==> src/rtl/demux1_4_reg_if.sv <==
// Handshake/bus bundle for the registered 1-to-4 demultiplexer.
//
// Purpose: groups the input stream, steering controls, the four output lanes
// and the status outputs so the block and its producer/consumers share one
// connection point.
//
// Signals:
//   in_data, in_valid, in_ready : input word stream (valid/ready handshake)
//   s0, s1, rr_mode             : lane steering (explicit {s1,s0} or round-robin)
//   out_a..out_d, valid_a..d    : per-lane data register and occupancy flag
//   ready_a..ready_d            : per-lane consumer acceptance
//   rr_ptr                      : current round-robin target lane
//   drop_cnt                    : saturating count of stalled input cycles
//
// Modports:
//   slave  : the demultiplexer itself
//   master : the environment (producer plus the four consumers)
interface demux1_4_reg_if #(
  parameter int WIDTH = 8
);

  logic [WIDTH-1:0] in_data;
  logic             in_valid;
  logic             in_ready;
  logic             s0;
  logic             s1;
  logic             rr_mode;

  logic [WIDTH-1:0] out_a;
  logic [WIDTH-1:0] out_b;
  logic [WIDTH-1:0] out_c;
  logic [WIDTH-1:0] out_d;
  logic             valid_a;
  logic             valid_b;
  logic             valid_c;
  logic             valid_d;
  logic             ready_a;
  logic             ready_b;
  logic             ready_c;
  logic             ready_d;

  logic [1:0]       rr_ptr;
  logic [7:0]       drop_cnt;

  modport slave (
    input  in_data, in_valid, s0, s1, rr_mode,
    input  ready_a, ready_b, ready_c, ready_d,
    output in_ready,
    output out_a, out_b, out_c, out_d,
    output valid_a, valid_b, valid_c, valid_d,
    output rr_ptr, drop_cnt
  );

  modport master (
    output in_data, in_valid, s0, s1, rr_mode,
    output ready_a, ready_b, ready_c, ready_d,
    input  in_ready,
    input  out_a, out_b, out_c, out_d,
    input  valid_a, valid_b, valid_c, valid_d,
    input  rr_ptr, drop_cnt
  );

endinterface

==> src/rtl/demux1_4_reg.sv <==
// Registered 1-to-4 demultiplexer with valid/ready handshakes.
//
// Purpose: steers a single input stream into one of four one-entry lane
// registers (a, b, c, d). The target lane is {s1,s0} in explicit mode or an
// internal round-robin pointer in round-robin mode. Each lane drains
// independently through its own ready; a lane may be drained and refilled on
// the same edge, giving one word per cycle into a continuously drained lane.
//
// Ports:
//   clk  : rising-edge clock
//   rst  : synchronous, active-high reset (clears lanes, pointer, drop count)
//   bus  : demux1_4_reg_if.slave bundle (stream, steering, lanes, status)
module demux1_4_reg #(
  parameter int WIDTH = 8
) (
  input  logic           clk,
  input  logic           rst,
  demux1_4_reg_if.slave  bus
);

  logic [WIDTH-1:0] lane_data [4];
  logic [3:0]       lane_valid;
  logic [3:0]       lane_ready;
  logic [3:0]       lane_drain;
  logic [3:0]       lane_load;
  logic [1:0]       tgt;
  logic [1:0]       rr_ptr_q;
  logic [7:0]       drop_cnt_q;
  logic             in_ready_c;
  logic             accept;

  // Target selection and handshake. The round-robin pointer never skips a
  // stalled lane, so a full, non-draining target simply blocks the input.
  always_comb begin
    lane_ready = {bus.ready_d, bus.ready_c, bus.ready_b, bus.ready_a};
    lane_drain = lane_valid & lane_ready;
    tgt        = bus.rr_mode ? rr_ptr_q : {bus.s1, bus.s0};
    in_ready_c = !lane_valid[tgt] || lane_drain[tgt];
    accept     = bus.in_valid && in_ready_c;
    lane_load  = 4'b0000;
    if (accept) begin
      lane_load[tgt] = 1'b1;
    end
  end

  // Lane registers, pointer and drop counter. A load wins over a drain on the
  // same lane so the valid flag stays high across a back-to-back refill.
  // Lane data only changes on a load; it is left in place after a drain.
  always_ff @(posedge clk) begin
    if (rst) begin
      for (int i = 0; i < 4; i++) begin
        lane_data[i] <= '0;
      end
      lane_valid <= 4'b0000;
      rr_ptr_q   <= 2'd0;
      drop_cnt_q <= 8'd0;
    end else begin
      for (int i = 0; i < 4; i++) begin
        if (lane_load[i]) begin
          lane_data[i]  <= bus.in_data;
          lane_valid[i] <= 1'b1;
        end else if (lane_drain[i]) begin
          lane_valid[i] <= 1'b0;
        end
      end
      if (accept && bus.rr_mode) begin
        rr_ptr_q <= rr_ptr_q + 2'd1;
      end
      if (bus.in_valid && !in_ready_c && (drop_cnt_q != 8'hFF)) begin
        drop_cnt_q <= drop_cnt_q + 8'd1;
      end
    end
  end

  assign bus.in_ready = in_ready_c;
  assign bus.out_a    = lane_data[0];
  assign bus.out_b    = lane_data[1];
  assign bus.out_c    = lane_data[2];
  assign bus.out_d    = lane_data[3];
  assign bus.valid_a  = lane_valid[0];
  assign bus.valid_b  = lane_valid[1];
  assign bus.valid_c  = lane_valid[2];
  assign bus.valid_d  = lane_valid[3];
  assign bus.rr_ptr   = rr_ptr_q;
  assign bus.drop_cnt = drop_cnt_q;

endmodule

==> src/flat_wrapper.sv <==
// flat-port wrapper written by rule: the top's interface ports become plain ports
module demux1_4_reg_flat 
#(
  parameter int WIDTH = 8
)
  (clk, rst, bus_in_data, bus_in_valid, bus_s0, bus_s1, bus_rr_mode, bus_ready_a, bus_ready_b, bus_ready_c, bus_ready_d, bus_in_ready, bus_out_a, bus_out_b, bus_out_c, bus_out_d, bus_valid_a, bus_valid_b, bus_valid_c, bus_valid_d, bus_rr_ptr, bus_drop_cnt);
  demux1_4_reg_if #(.WIDTH(WIDTH)) bus_i ();
  input  logic clk;
  input  logic rst;
  input wire logic [$bits(bus_i.in_data)-1:0] bus_in_data;
  input wire logic [$bits(bus_i.in_valid)-1:0] bus_in_valid;
  input wire logic [$bits(bus_i.s0)-1:0] bus_s0;
  input wire logic [$bits(bus_i.s1)-1:0] bus_s1;
  input wire logic [$bits(bus_i.rr_mode)-1:0] bus_rr_mode;
  input wire logic [$bits(bus_i.ready_a)-1:0] bus_ready_a;
  input wire logic [$bits(bus_i.ready_b)-1:0] bus_ready_b;
  input wire logic [$bits(bus_i.ready_c)-1:0] bus_ready_c;
  input wire logic [$bits(bus_i.ready_d)-1:0] bus_ready_d;
  output wire logic [$bits(bus_i.in_ready)-1:0] bus_in_ready;
  output wire logic [$bits(bus_i.out_a)-1:0] bus_out_a;
  output wire logic [$bits(bus_i.out_b)-1:0] bus_out_b;
  output wire logic [$bits(bus_i.out_c)-1:0] bus_out_c;
  output wire logic [$bits(bus_i.out_d)-1:0] bus_out_d;
  output wire logic [$bits(bus_i.valid_a)-1:0] bus_valid_a;
  output wire logic [$bits(bus_i.valid_b)-1:0] bus_valid_b;
  output wire logic [$bits(bus_i.valid_c)-1:0] bus_valid_c;
  output wire logic [$bits(bus_i.valid_d)-1:0] bus_valid_d;
  output wire logic [$bits(bus_i.rr_ptr)-1:0] bus_rr_ptr;
  output wire logic [$bits(bus_i.drop_cnt)-1:0] bus_drop_cnt;
  assign bus_i.in_data = bus_in_data;
  assign bus_i.in_valid = bus_in_valid;
  assign bus_i.s0 = bus_s0;
  assign bus_i.s1 = bus_s1;
  assign bus_i.rr_mode = bus_rr_mode;
  assign bus_i.ready_a = bus_ready_a;
  assign bus_i.ready_b = bus_ready_b;
  assign bus_i.ready_c = bus_ready_c;
  assign bus_i.ready_d = bus_ready_d;
  assign bus_in_ready = bus_i.in_ready;
  assign bus_out_a = bus_i.out_a;
  assign bus_out_b = bus_i.out_b;
  assign bus_out_c = bus_i.out_c;
  assign bus_out_d = bus_i.out_d;
  assign bus_valid_a = bus_i.valid_a;
  assign bus_valid_b = bus_i.valid_b;
  assign bus_valid_c = bus_i.valid_c;
  assign bus_valid_d = bus_i.valid_d;
  assign bus_rr_ptr = bus_i.rr_ptr;
  assign bus_drop_cnt = bus_i.drop_cnt;
  demux1_4_reg #(.WIDTH(WIDTH)) u_core (.clk(clk), .rst(rst), .bus(bus_i));
endmodule
==> config.mk <==
export PLATFORM = sky130hd
export DESIGN_NAME = demux1_4_reg_flat
export DESIGN_NICKNAME = d
export VERILOG_FILES = /design/src/rtl/demux1_4_reg_if.sv /design/src/rtl/demux1_4_reg.sv /design/src/flat_wrapper.sv
export SDC_FILE = /design/constraint.sdc
export NUM_CORES = 1
export LEC_CHECK = 0
export BUFFER_PORTS_ARGS = -buffer_cell sky130_fd_sc_hd__buf_2
export CELL_PAD_IN_SITES_DETAIL_PLACEMENT = 1
export CELL_PAD_IN_SITES_GLOBAL_PLACEMENT = 1
export CORE_MARGIN = 3
export CORE_UTILIZATION = 30
export CTS_CLUSTER_DIAMETER = 100
export DETAILED_ROUTE_END_ITERATION = 7
export PLACE_DENSITY_LB_ADDON = 0.15
export SLEW_MARGIN = 10
export SYNTH_ARGS = -nofsm -noshare
export SYNTH_HDL_FRONTEND = slang
export SYNTH_SLANG_ARGS = --single-unit
==> constraint.sdc <==
create_clock -name clk -period 2.5 [get_ports clk]
set_input_delay 0.125 -clock clk [delete_from_list [all_inputs] [get_ports clk]]
set_output_delay 0.125 -clock clk [all_outputs]
set_load 0.02 [all_outputs]
==> flow_summary_export.csv <==
group,metric,value,unit
status,status,"finished, final reports clean",
sta,timing.final.crit_share,81.7,%
placement,port_buffers,64,
die,die_y,86.8,um
worst_setup_path,cp_slowest_cell,"dfxtp_1",
placement,hpwl,3.53,mm
routing,first_iter_violations,45,
routing,detail-route-antenna-nets,0,
routing,avgViaCountPerCell,4.78,
global_route,antenna_found_initial,0,
sta,clock-skew-final,0.00517,ns
routing,vias,1467,
power_and_ir_drop,powerDensity,608,nW/um^2
worst_setup_path,slowest_delay,0.36,ns
cells_and_area,layout_common_cells,"buf_2, and2_1, edfxtp_1",
sta,setup_viol_count_final,0,
synth,syn-instance-count,156,
synth,syn_nets,175,
die,die_w,86.8,um
die,core-area,6130,um^2
sta,tns,0,ns
sta,rsz0062_at_grt,"false",
sta,whs,0.145,ns
synth,synth-seq-area-share,63.4,%
flow_run,maxCapViolations,0,
clock_network,holdBufCountCts,0,
routing,route.detailed.drc,0,
routing,wirelength,4.61,mm
die,io_pins,65,
sta,hold_violations,0,
sta,max_freq,490,MHz
worst_setup_path,cp-end-kind,"register",
sta,relSlewSlack,25.0,%
cells_and_area,stdcell_area,2500,um^2
clock_network,numClockSinks,46,
routing,wl_per_cell,15.0,um
synth,yosysWarnings,0,
clock_network,cts_tree,"yes",
global_route,grt_pass1_vias,1574,
placement,gp_congestion,0.711,
placement,placed_area,2410,um^2
cells_and_area,multiInputGateArea,694,um^2
global_route,grt.total_usage,13.1,%
cells_and_area,fin_nets,250,
worst_setup_path,worstSetupPathType,"reg -> reg",
clock_network,clkLatencyLatePin,0.30,ns
sta,slew_viol_final,0,
synth,syn_area,1960,um^2
die,rows,28,
routing,first_pass_iters,4,
cells_and_area,antenna_cells,0,
clock_network,cts_post_setup_buffers_inserted,0,
sta,layout_min_cycle_time,2.04,ns
clock_network,cts_resized,0,
die,initial_core_util,31.9,%
synth,synth_cell_type_count,28,
cells_and_area,fillers,699,
cells_and_area,layout_commonest_cell,"buf_2",
cells_and_area,drive_gt1_share,36.6,%
clock_network,clockRootBuffer,"clkbuf_8",
worst_hold_path,hp-class,"in -> reg",
worst_setup_path,timing.critical_path.buf_inv,1,
clock_network,cts_max_level,2,
worst_setup_path,critPathTopFamily,"multiplexers",
worst_setup_path,crit_path_cell_trace,"mux2i_4 > mux2i_1 > mux2_4 > nand2_1 > o31ai_1 > buf_4",
worst_setup_path,start_kind,"register",
clock_network,clk_path_buf_depth,2,
global_route,grt_pass1_wl,7.62,mm
clock_network,clk_pin_slew_worst_paths,0.09,ns
cells_and_area,seq_area,1240,um^2
global_route,grt_max_degree,18,
die,dieArea,7530,um^2
synth,synth-seq-cells,46,
worst_setup_path,critPathArrivalTime,2.05,ns
cells_and_area,final_core_util,40.8,%
worst_setup_path,crit_fanout,17,
synth,syn_avg_cell_area,12.6,um^2
sta,worstMarginPinSlew,1.12,ns
global_route,grt-ovfl-total,0,
power_and_ir_drop,peakVddDrop,0.000249,V
cells_and_area,areaGrowthSynthToFinish,27.8,%
power_and_ir_drop,p_leak,1.11,nW
worst_setup_path,worstPathRequired,2.51,ns
clock_network,numCtsBuffers,5,
-- cell usage after synthesis (all sizes together) --
library cell / instances / area share [%]
a21o: 4 / 1.5
a21oi: 6 / 1.5
and2: 32 / 10
and4: 2 / 0.89
buf: 1 / 0.38
clkbuf: 2 / 0.38
dfxtp: 14 / 14
edfxtp: 32 / 49
ha: 1 / 0.64
inv: 2 / 0.38
mux2: 5 / 3.1
mux2i: 4 / 2.7
nand2: 6 / 1.2
nand2b: 2 / 0.64
nand3: 4 / 1.0
nand4: 2 / 0.64
nor2: 4 / 0.77
nor2b: 8 / 2.6
nor3: 4 / 1.0
nor4: 3 / 0.96
nor4b: 1 / 0.45
o21ai: 6 / 1.5
o31ai: 5 / 1.9
or2b: 1 / 0.38
or3: 1 / 0.32
or4: 4 / 1.5
-- per-stage QoR --
| stage | total power (W) | setup WS (ns) | cells |
|---|---|---|---|
| 3_5_place_dp | 0.00108 | 0.453 | 299 |
| 5_1_grt | 0.00160 | 0.272 | 307 |
| 2_1_floorplan | 0.000994 | 0.0265 | 156 |
| 3_3_place_gp | 0.00108 | 0.495 | 299 |
| 4_1_cts | 0.00155 | 0.453 | 307 |
| 6_report | 0.00152 | 0.458 | 307 |
-- per-layer routing --
| metal | vias up | share of wire (%) | global-route usage, % |
|---|---|---|---|
| met5 | - | 0 | 0 |
| met4 | 0 | 1.1 | 3.82 |
| met3 | 4 | 6.6 | 3.23 |
| met2 | 47 | 49 | 22.6 |
| met1 | 696 | 43 | 16.1 |
| li1 | 720 | - | - |
-- registers in the layout, summed over array words and instances, names as in the netlist --
register             flops
u_core.bus.drop_cnt      8
u_core.bus.rr_ptr        2
u_core.lane_valid        4
u_core.lane_data        32
-- area by class of cell --
type / instances / share of cell area, %
Clock inverter: 3 / 0.950
Multi-Input combinational cell: 105 / 27.8
Timing Repair Buffer: 71 / 14.9
Tap cell: 75 / 3.75
Inverter: 2 / 0.300
Sequential cell: 46 / 49.6
Clock buffer: 5 / 2.75
-- logic make-up after synthesis --
group / count (synthesis) / share of synthesized area [%]
buffers and inverters: 5 / 1.15
AND/OR/NAND/NOR: 74 / 22.6
multiplexers: 9 / 5.75
flip-flops: 46 / 63.4
AO/OA/AOI/OAI: 21 / 6.52
adder cells (fa/ha/maj): 1 / 0.639
-- worst paths after layout --
kind                                                          start                              endpoint  slack [ns]  cells past startpoint
worst max-delay path              u_core.bus.rr_ptr[1]$_SDFFE_PP0P_  u_core.lane_data[3][3]$_SDFFCE_PN0P_        0.46                      6
worst min-delay path                                 bus_in_data[1]  u_core.lane_data[3][1]$_SDFFCE_PN0P_        0.15                      2
worst max register to register    u_core.bus.rr_ptr[1]$_SDFFE_PP0P_  u_core.lane_data[3][3]$_SDFFCE_PN0P_        0.46                      6
worst min register to register  u_core.bus.drop_cnt[7]$_SDFFE_PP0P_   u_core.bus.drop_cnt[7]$_SDFFE_PP0P_        0.52                      2
-- power breakdown --
part	switching [W]	leakage [nW]	total, W	internal, W
logic	0.000126	0.617	0.000193	0.0000671
registers	0.0000134	0.449	0.000867	0.000854
clock network	0.000263	0.0408	0.000463	0.000200
Power figures use the tool's default switching activity.
